--- config.mk ---
export PLATFORM = sky130hd
export DESIGN_NAME = framebuffer_reader
export DESIGN_NICKNAME = d
export VERILOG_FILES = /design/src/rtl/framebuffer_reader.sv
export SDC_FILE = /design/constraint.sdc
export NUM_CORES = 1
export LEC_CHECK = 0
export ABC_AREA = 1
export CAP_MARGIN = 20
export CORE_MARGIN = 1
export CORE_UTILIZATION = 62
export DETAILED_ROUTE_END_ITERATION = 8
export GPL_TIMING_DRIVEN = 0
export HOLD_SLACK_MARGIN = 0.02
export PLACE_DENSITY_LB_ADDON = 0.25
export REMOVE_ABC_BUFFERS = 1
export SLEW_MARGIN = 10
export SYNTH_ARGS = -nofsm -noshare
export SYNTH_HDL_FRONTEND = slang
export SYNTH_SLANG_ARGS = --single-unit
--- constraint.sdc ---
create_clock -name i_clk -period 3.95 [get_ports i_clk]
set_input_delay 1.185 -clock i_clk [delete_from_list [all_inputs] [get_ports i_clk]]
set_output_delay 1.185 -clock i_clk [all_outputs]
set_load 0.05 [all_outputs]
--- src/rtl/framebuffer_reader.sv ---
// framebuffer_reader: prefetching RGB565 framebuffer scanner feeding a
// display pixel stream expanded to RGB888.
//
// Ports:
//   i_clk, i_rst          clock, synchronous active-high reset
//   i_frame_start         pulse: restart scan at address 0
//   i_pixel_req           display consumes one pixel this cycle
//   o_read_address/enable framebuffer read port
//   i_read_data           RGB565 word, READ_LATENCY cycles after strobe
//   o_rgb888/o_pixel_valid registered expanded pixel
//   o_underflow           registered pulse: request found FIFO empty
module framebuffer_reader #(
  parameter int FRAME_PIXELS = 153600,
  parameter int READ_LATENCY = 2,
  parameter int FIFO_DEPTH   = 8
) (
  input  logic        i_clk,
  input  logic        i_rst,
  input  logic        i_frame_start,
  input  logic        i_pixel_req,
  output logic [17:0] o_read_address,
  output logic        o_read_enable,
  input  logic [15:0] i_read_data,
  output logic [23:0] o_rgb888,
  output logic        o_pixel_valid,
  output logic        o_underflow
);

  localparam int AW = $clog2(FIFO_DEPTH);
  localparam int CW = AW + 1;
  localparam int SW = CW + 1;
  localparam logic [18:0] LP_END = 19'(FRAME_PIXELS);

  // 19 bits so a full 262144-pixel frame can reach its end value
  logic [18:0]             r_rd_addr;
  logic [READ_LATENCY-1:0] r_tags;
  logic [15:0]             r_mem [FIFO_DEPTH];
  logic [AW-1:0]           r_wptr;
  logic [AW-1:0]           r_rptr;
  logic [CW-1:0]           r_count;
  logic [23:0]             r_rgb;
  logic                    r_valid;
  logic                    r_underflow;

  logic [2:0]              w_inflight;
  logic [SW-1:0]           w_used;
  logic                    w_issue;
  logic                    w_push;
  logic                    w_pop;
  logic                    w_starve;
  logic [READ_LATENCY-1:0] w_tags_next;
  logic [15:0]             w_head;

  function automatic logic [23:0] f_expand(
    input logic [15:0] d
  );
    return {d[15:11], d[15:13],
            d[10:5],  d[10:9],
            d[4:0],   d[4:2]};
  endfunction

  // Every outstanding tag (including the one landing this
  // cycle) holds a FIFO slot, so pushes can never overflow.
  always_comb begin
    w_inflight = '0;
    for (int i = 0; i < READ_LATENCY; i++) begin
      w_inflight = w_inflight + {2'b00, r_tags[i]};
    end
  end

  assign w_used = SW'(r_count) + SW'(w_inflight);

  assign w_issue = !i_rst && !i_frame_start
                && (w_used < SW'(FIFO_DEPTH))
                && (r_rd_addr < LP_END);

  assign w_push = r_tags[READ_LATENCY-1]
               && !i_frame_start;

  // Pop decision uses the registered count, so a word
  // pushed into an empty FIFO pops one cycle later.
  assign w_pop = i_pixel_req && !i_frame_start
              && (r_count != '0);

  assign w_starve = i_pixel_req && !i_frame_start
                 && (r_count == '0);

  assign w_tags_next = (r_tags << 1)
                     | READ_LATENCY'(w_issue);

  assign w_head = r_mem[r_rptr];

  assign o_read_enable  = w_issue;
  assign o_read_address = i_rst ? '0 : r_rd_addr[17:0];

  always_ff @(posedge i_clk) begin
    if (i_rst) begin
      r_rd_addr <= '0;
    end else if (i_frame_start) begin
      r_rd_addr <= '0;
    end else if (w_issue) begin
      r_rd_addr <= r_rd_addr + 19'(1);
    end
  end

  // Clearing tags on restart drops returns of stale reads.
  always_ff @(posedge i_clk) begin
    if (i_rst || i_frame_start) begin
      r_tags <= '0;
    end else begin
      r_tags <= w_tags_next;
    end
  end

  always_ff @(posedge i_clk) begin
    if (!i_rst && w_push) begin
      r_mem[r_wptr] <= i_read_data;
    end
  end

  always_ff @(posedge i_clk) begin
    if (i_rst || i_frame_start) begin
      r_wptr  <= '0;
      r_rptr  <= '0;
      r_count <= '0;
    end else begin
      if (w_push) begin
        r_wptr <= r_wptr + AW'(1);
      end
      if (w_pop) begin
        r_rptr <= r_rptr + AW'(1);
      end
      unique case ({w_push, w_pop})
        2'b10:   r_count <= r_count + CW'(1);
        2'b01:   r_count <= r_count - CW'(1);
        default: r_count <= r_count;
      endcase
    end
  end

  // o_rgb888 holds while idle; an underflow forces it to 0.
  always_ff @(posedge i_clk) begin
    if (i_rst) begin
      r_rgb       <= '0;
      r_valid     <= 1'b0;
      r_underflow <= 1'b0;
    end else if (w_pop) begin
      r_rgb       <= f_expand(w_head);
      r_valid     <= 1'b1;
      r_underflow <= 1'b0;
    end else if (w_starve) begin
      r_rgb       <= '0;
      r_valid     <= 1'b0;
      r_underflow <= 1'b1;
    end else begin
      r_valid     <= 1'b0;
      r_underflow <= 1'b0;
    end
  end

  assign o_rgb888      = r_rgb;
  assign o_pixel_valid = r_valid;
  assign o_underflow   = r_underflow;

endmodule

Yosys cells after proc, flatten, opt, wreduce, memory -nomap -nowiden
Memory sizes are Yosys's and may differ from the RTL's. A register that Yosys moved wholly into a read port is not among the register bits.
Cells that the tools add are included.
- register bits after elaboration: 57
- bits in latches: 0
- bits of input ports: 20
- memories kept: 1
- logic and storage cells: 48
- RAM bits: 128
- bits in read-only memories: 0
- bitwise operators: 1
- equality and inequality tests: 2
- magnitude comparators: 2
- shifts and indexed selects: 0
- multiply operators: 0
- muxes and demuxes: 10
- add/sub/neg operators: 7
- divide/modulo/power cells: 0
- reductions and logical operators: 17
- memory list (name ; depth ; bits a word ; rd ports ; clocked after memory_dff ; wr ports ; RTL line ; source):
    r_mem ; 8 ; 16 ; 1 ; 1 ; 1 ; 37 ; logic [15:0] r_mem [FIFO_DEPTH];
- operator list (kind ; count):
    $mux W24 ; 2
    $add A19 B1 Y19 const B ; 1
    $lt A19 B18 Y1 const B ; 1
    $mux W18 ; 1
    $logic_and A1 B1 Y1 ; 8
    $pmux W4 S2 ; 1
    $add A3 B1 Y3 const B ; 2
    $mux W3 ; 2
    $add A4 B2 Y5 ; 1
    $lt A5 B4 Y1 const B ; 1
    $add A4 B1 Y4 const B ; 1
    $logic_not A4 Y1 ; 1
    $mux W1 ; 4
    $reduce_bool A2 Y1 ; 2
    $reduce_bool A4 Y1 ; 1
    $reduce_or A2 Y1 ; 2
    $sub A4 B1 Y4 const B ; 1
    $add A1 B1 Y2 ; 1
    $eq A2 B1 Y1 const B ; 1
    $eq A2 B2 Y1 const B ; 1
    $logic_not A1 Y1 ; 2
    $or A2 B1 Y2 ; 1
    $logic_or A1 B1 Y1 ; 1

Logic depth before layout (Yosys ltp)
- depth after elaboration: 6
- depth in mapped cells: 15
- depth with buffers taken out: 14

Worst setup path before layout
No wires, ideal clock.
- path kind: input -> output
- from: input port i_rst
- to: output port o_read_address[10]
- cell stages on the path: 3
- data arrival time: 2.167 ns
- data required time: 2.765 ns
- setup slack: 0.598 ns
- path through: buf_6 > clkbuf_1 > nor2_1
- cells in the longest elaborated chain, start to end: 1
- RTL lines (what ; RTL line ; source):
    start, declared ; 18 ; input logic i_rst,
    $mux W18 ; 94 ; assign o_read_address = i_rst ? '0 : r_rd_addr[17:0];
    end, declared ; 21 ; output logic [17:0] o_read_address,
No other way between the ends.

Final worst setup path
- from: input port i_frame_start
- to: output port o_read_enable
- cells in the longest elaborated chain, start to end: 4
- RTL lines (what ; RTL line ; source):
    start, declared ; 19 ; input logic i_frame_start,
    $logic_not A1 Y1 ; 73 ; assign w_issue = !i_rst && !i_frame_start
    $logic_and A1 B1 Y1 ; 73 ;
    $logic_and A1 B1 Y1 ; 74 ; && (w_used < SW'(FIFO_DEPTH))
    $logic_and A1 B1 Y1 ; 75 ; && (r_rd_addr < LP_END);
    end, declared ; 22 ; output logic o_read_enable,
No other way between the ends.

==> metrics.txt <==
outcome finished, final reports clean; global placer's final weighted congestion roughly 0.86; Leakage 3.09 nW; clock share of power 0.454; pre-CTS setup slack -1.17 ns; Synth area leaders edfxtp_1, dfxtp_1, nor2_1; Top delay family on crit path buffers and inverters; fmax 262 MHz; fin. max-slew vios 0; antenna cell count 0; peak supply drop 0.294 mV; first-pass GRT wire length 27,100 um; share of the synthesized area in the top cell type 0.507; Reg area 0.00489 sq mm; Layout fillers 790; Psw roughly 0.76 mW; Final setup viols 0; Setup crit end kind output port; Tightest Pin Transition 0.966 ns; Synth Cell Area 0.00759 sq mm; Synth cell types 27; Row Count 40; CTS buffer count 17; Remaining DRCs 0; reg2reg start r_count[0]$_SDFFE_PN0P_; Die X 113 um; Clock Skew between 0.007 and 0.008 ns; Vias per Instance between 5 and 6; post-synthesis async set-or-reset flop share 0; 1st-pass router iterations 7; share of layout cells above drive strength 1 0.0850; Crit-path slowest cell clkdlybuf4s50_1; WP data arrival 2.64 ns; ANT nets after route 0; Design Power 3.88 mW; Gate Count Post-Synth 772; Post-Layout Inst Area 0.00898 sq mm; Setup TNS 0 ns; Top Ports 65; largest area contributor in the netlist edfxtp_1; CTS Root Buffer Type clkbuf_16; predominant post-synthesis flop cell edfxtp_1; most instantiated cells after synthesis nor2_1, edfxtp_1, nand2_1; FF+latch count, synth 180; Worst Path Required between 2 and 3 ns; CP Cell Sequence clkdlybuf4s50_1 > inv_2 > nand2_4 > nor2_1 > nand2_1 > inv_2 > nand2_8 > clkinv_4 > buf_6; Worst Setup SP i_frame_start; number of buffers inserted by hold repair at cts 0; GRT Residual Overflow 0; Detailed Route WL 17,100 um; clock latency on the worst-skew pair 0.43 ns; Pwr Density 432 mW/mm^2; relative slew slack 0.355; Nets about 850; initial core utilization 0.634; initial antenna violation count 0; P&R area growth vs syn 18.3%; Hold Startpoint r_rd_addr[18]$_SDFFE_PN0P_; CTS sink count 180; Max FO, Critical Path 22; TritonCTS clock tree done; gr usage total 0.286; Layout Cells excl Fill 982; core area 0.0120 sq mm; Die H 113 um; footprint of the multi-input gates 0.00229 sq mm; DP Wirelength 10,100 um; H-tree level count 4; Port Buffers 64; dpl cell area 0.00832 sq mm; slack of the critical path 0.129 ns; RSZ-0062 raised after global routing no; Setup Buffers After CTS 0; post-synthesis sequential area ratio 0.644; DRT iter0 DRCs 521; die area 0.0127 sq mm; Syn Area/Cell 9.83 sq um; most common cell in the netlist nor2_1; Hold Crit Class register to register; Final Cycle Share 0.967; cell internal pwr 3.12 mW; largest net degree at the start of global routing 65; final core occ 0.751; max incr delay on CP 0.45 ns; Sequential Power Share 0.522; Worst Setup Start Kind primary input; Final Critical Period 3.82 ns; switching share of power 0.195; Longest Clk Path Bufs 2; final number of hold-violating endpoints 0; Hold Slack between 0.4 and 0.5 ns; critical path class primary input to output port; Cells after DPL between 900 and 1,000; routed len/inst 17.5 um; via count 5,657; Reg clk slew, reported paths 0.06 ns; Worst Path Buf+Inv 5; number of global-route vias before repair 5,568; Yosys warning total 0; Logic pwr share 0.024; Max Cap Viol 0; Most common cell on crit path inv_2; Post-synth EDFFs 128
[state kept, by name, indices dropped and copies added (netlist names), named ones only]
register / cells
r_rptr: 3
o_pixel_valid: 1
o_rgb888: 16
r_wptr: 3
r_tags: 2
r_count: 4
r_rd_addr: 19
o_underflow: 1
r_mem: 128
[power by group through the flow]
stage / Sequential [mW] / Clock, mW / Combinational, mW
final: 2.03 / 1.76 / 0.0938
after global placement: 2.07 / 0 / 0.0838
after global routing: 2.02 / 1.86 / 0.101
after CTS: 2.03 / 1.77 / 0.0929
after detailed placement: 2.07 / 0 / 0.0880
after floorplan: 2.07 / 0 / 0.0277
[layer usage]
layer	vias to the layer above	track usage	routed length (um)
met4	0	0.177	593
met1	2681	0.333	6550
met3	53	0.0583	1090
met5	-	0	0
met2	241	0.489	8910
li1	2682	-	-
[worst register-to-register path, cell delays in order, from the launching register on]
cell and delay [ns]:
dfxtp_1 0.45, inv_1 0.07, nand3_1 0.10, nand3_1 0.12
inv_1 0.72, ha_1 0.37, nand2_1 0.10, inv_1 0.07
nor2_1 0.06, ha_1 0.18, a21oi_1 0.15, xnor2_1 0.08
o21ai_0 0.13, inv_1 0.05
[cell usage in the layout, fill, tap and decap left out, types with 4 or more instances in the layout]
cell type / synthesis / routed
a21oi_1: 38 / 38
buf_8: 0 / 8
bufinv_16: 0 / 4
clkbuf_16: 0 / 17
clkdlybuf4s50_1: 0 / 62
clkinv_4: 0 / 4
dfxtp_1: 52 / 50
edfxtp_1: 128 / 128
ha_1: 7 / 7
inv_1: 44 / 43
inv_2: 3 / 4
nand2_1: 99 / 98
nand2_2: 4 / 5
nand3_1: 61 / 61
nor2_1: 194 / 186
nor2_2: 1 / 9
o21ai_0: 64 / 64
o21ai_1: 16 / 16
[worst paths after layout]
check / to / slack (ns) / depth (start not counted)
min reg2reg: r_rd_addr[18]$_SDFFE_PN0P_ / 0.44 / 2
max: o_read_enable / 0.13 / 9
min: r_rd_addr[18]$_SDFFE_PN0P_ / 0.44 / 2
max reg2reg: r_count[2]$_SDFFE_PN0P_ / 1.20 / 13
[area by class of cell]
| class | instances | area share |
|---|---|---|
| Inverter | 48 | 0.0206 |
| Clock buffer | 19 | 0.0493 |
| Multi-Input combinational cell | 501 | 0.255 |
| Sequential cell | 180 | 0.544 |
| Tap cell | 147 | 0.0205 |
| Clock inverter | 13 | 0.0203 |
| Timing Repair Buffer | 74 | 0.0899 |
[logic make-up (layout without fill, tap and decap cells)]
logic type | count (synthesis) | after routing | share of synthesized area
adders and majority gates | 7 | 7 | 0.0115
DFF | 180 | 180 | 0.644
xor gates and xnor gates | 3 | 3 | 0.00346
AOI/OAI and AO/OA | 120 | 120 | 0.0801
buffers and inverters | 92 | 154 | 0.0600
and+or+nand+nor | 370 | 371 | 0.201
[what timing repair did]
item | CTS | global route
gates resized for setup | 11 | 2
pin swaps | 1 | 0
setup endpoints to repair | 1 | 1
gates cloned | 1 | 0
Power figures use the tool's default switching activity.
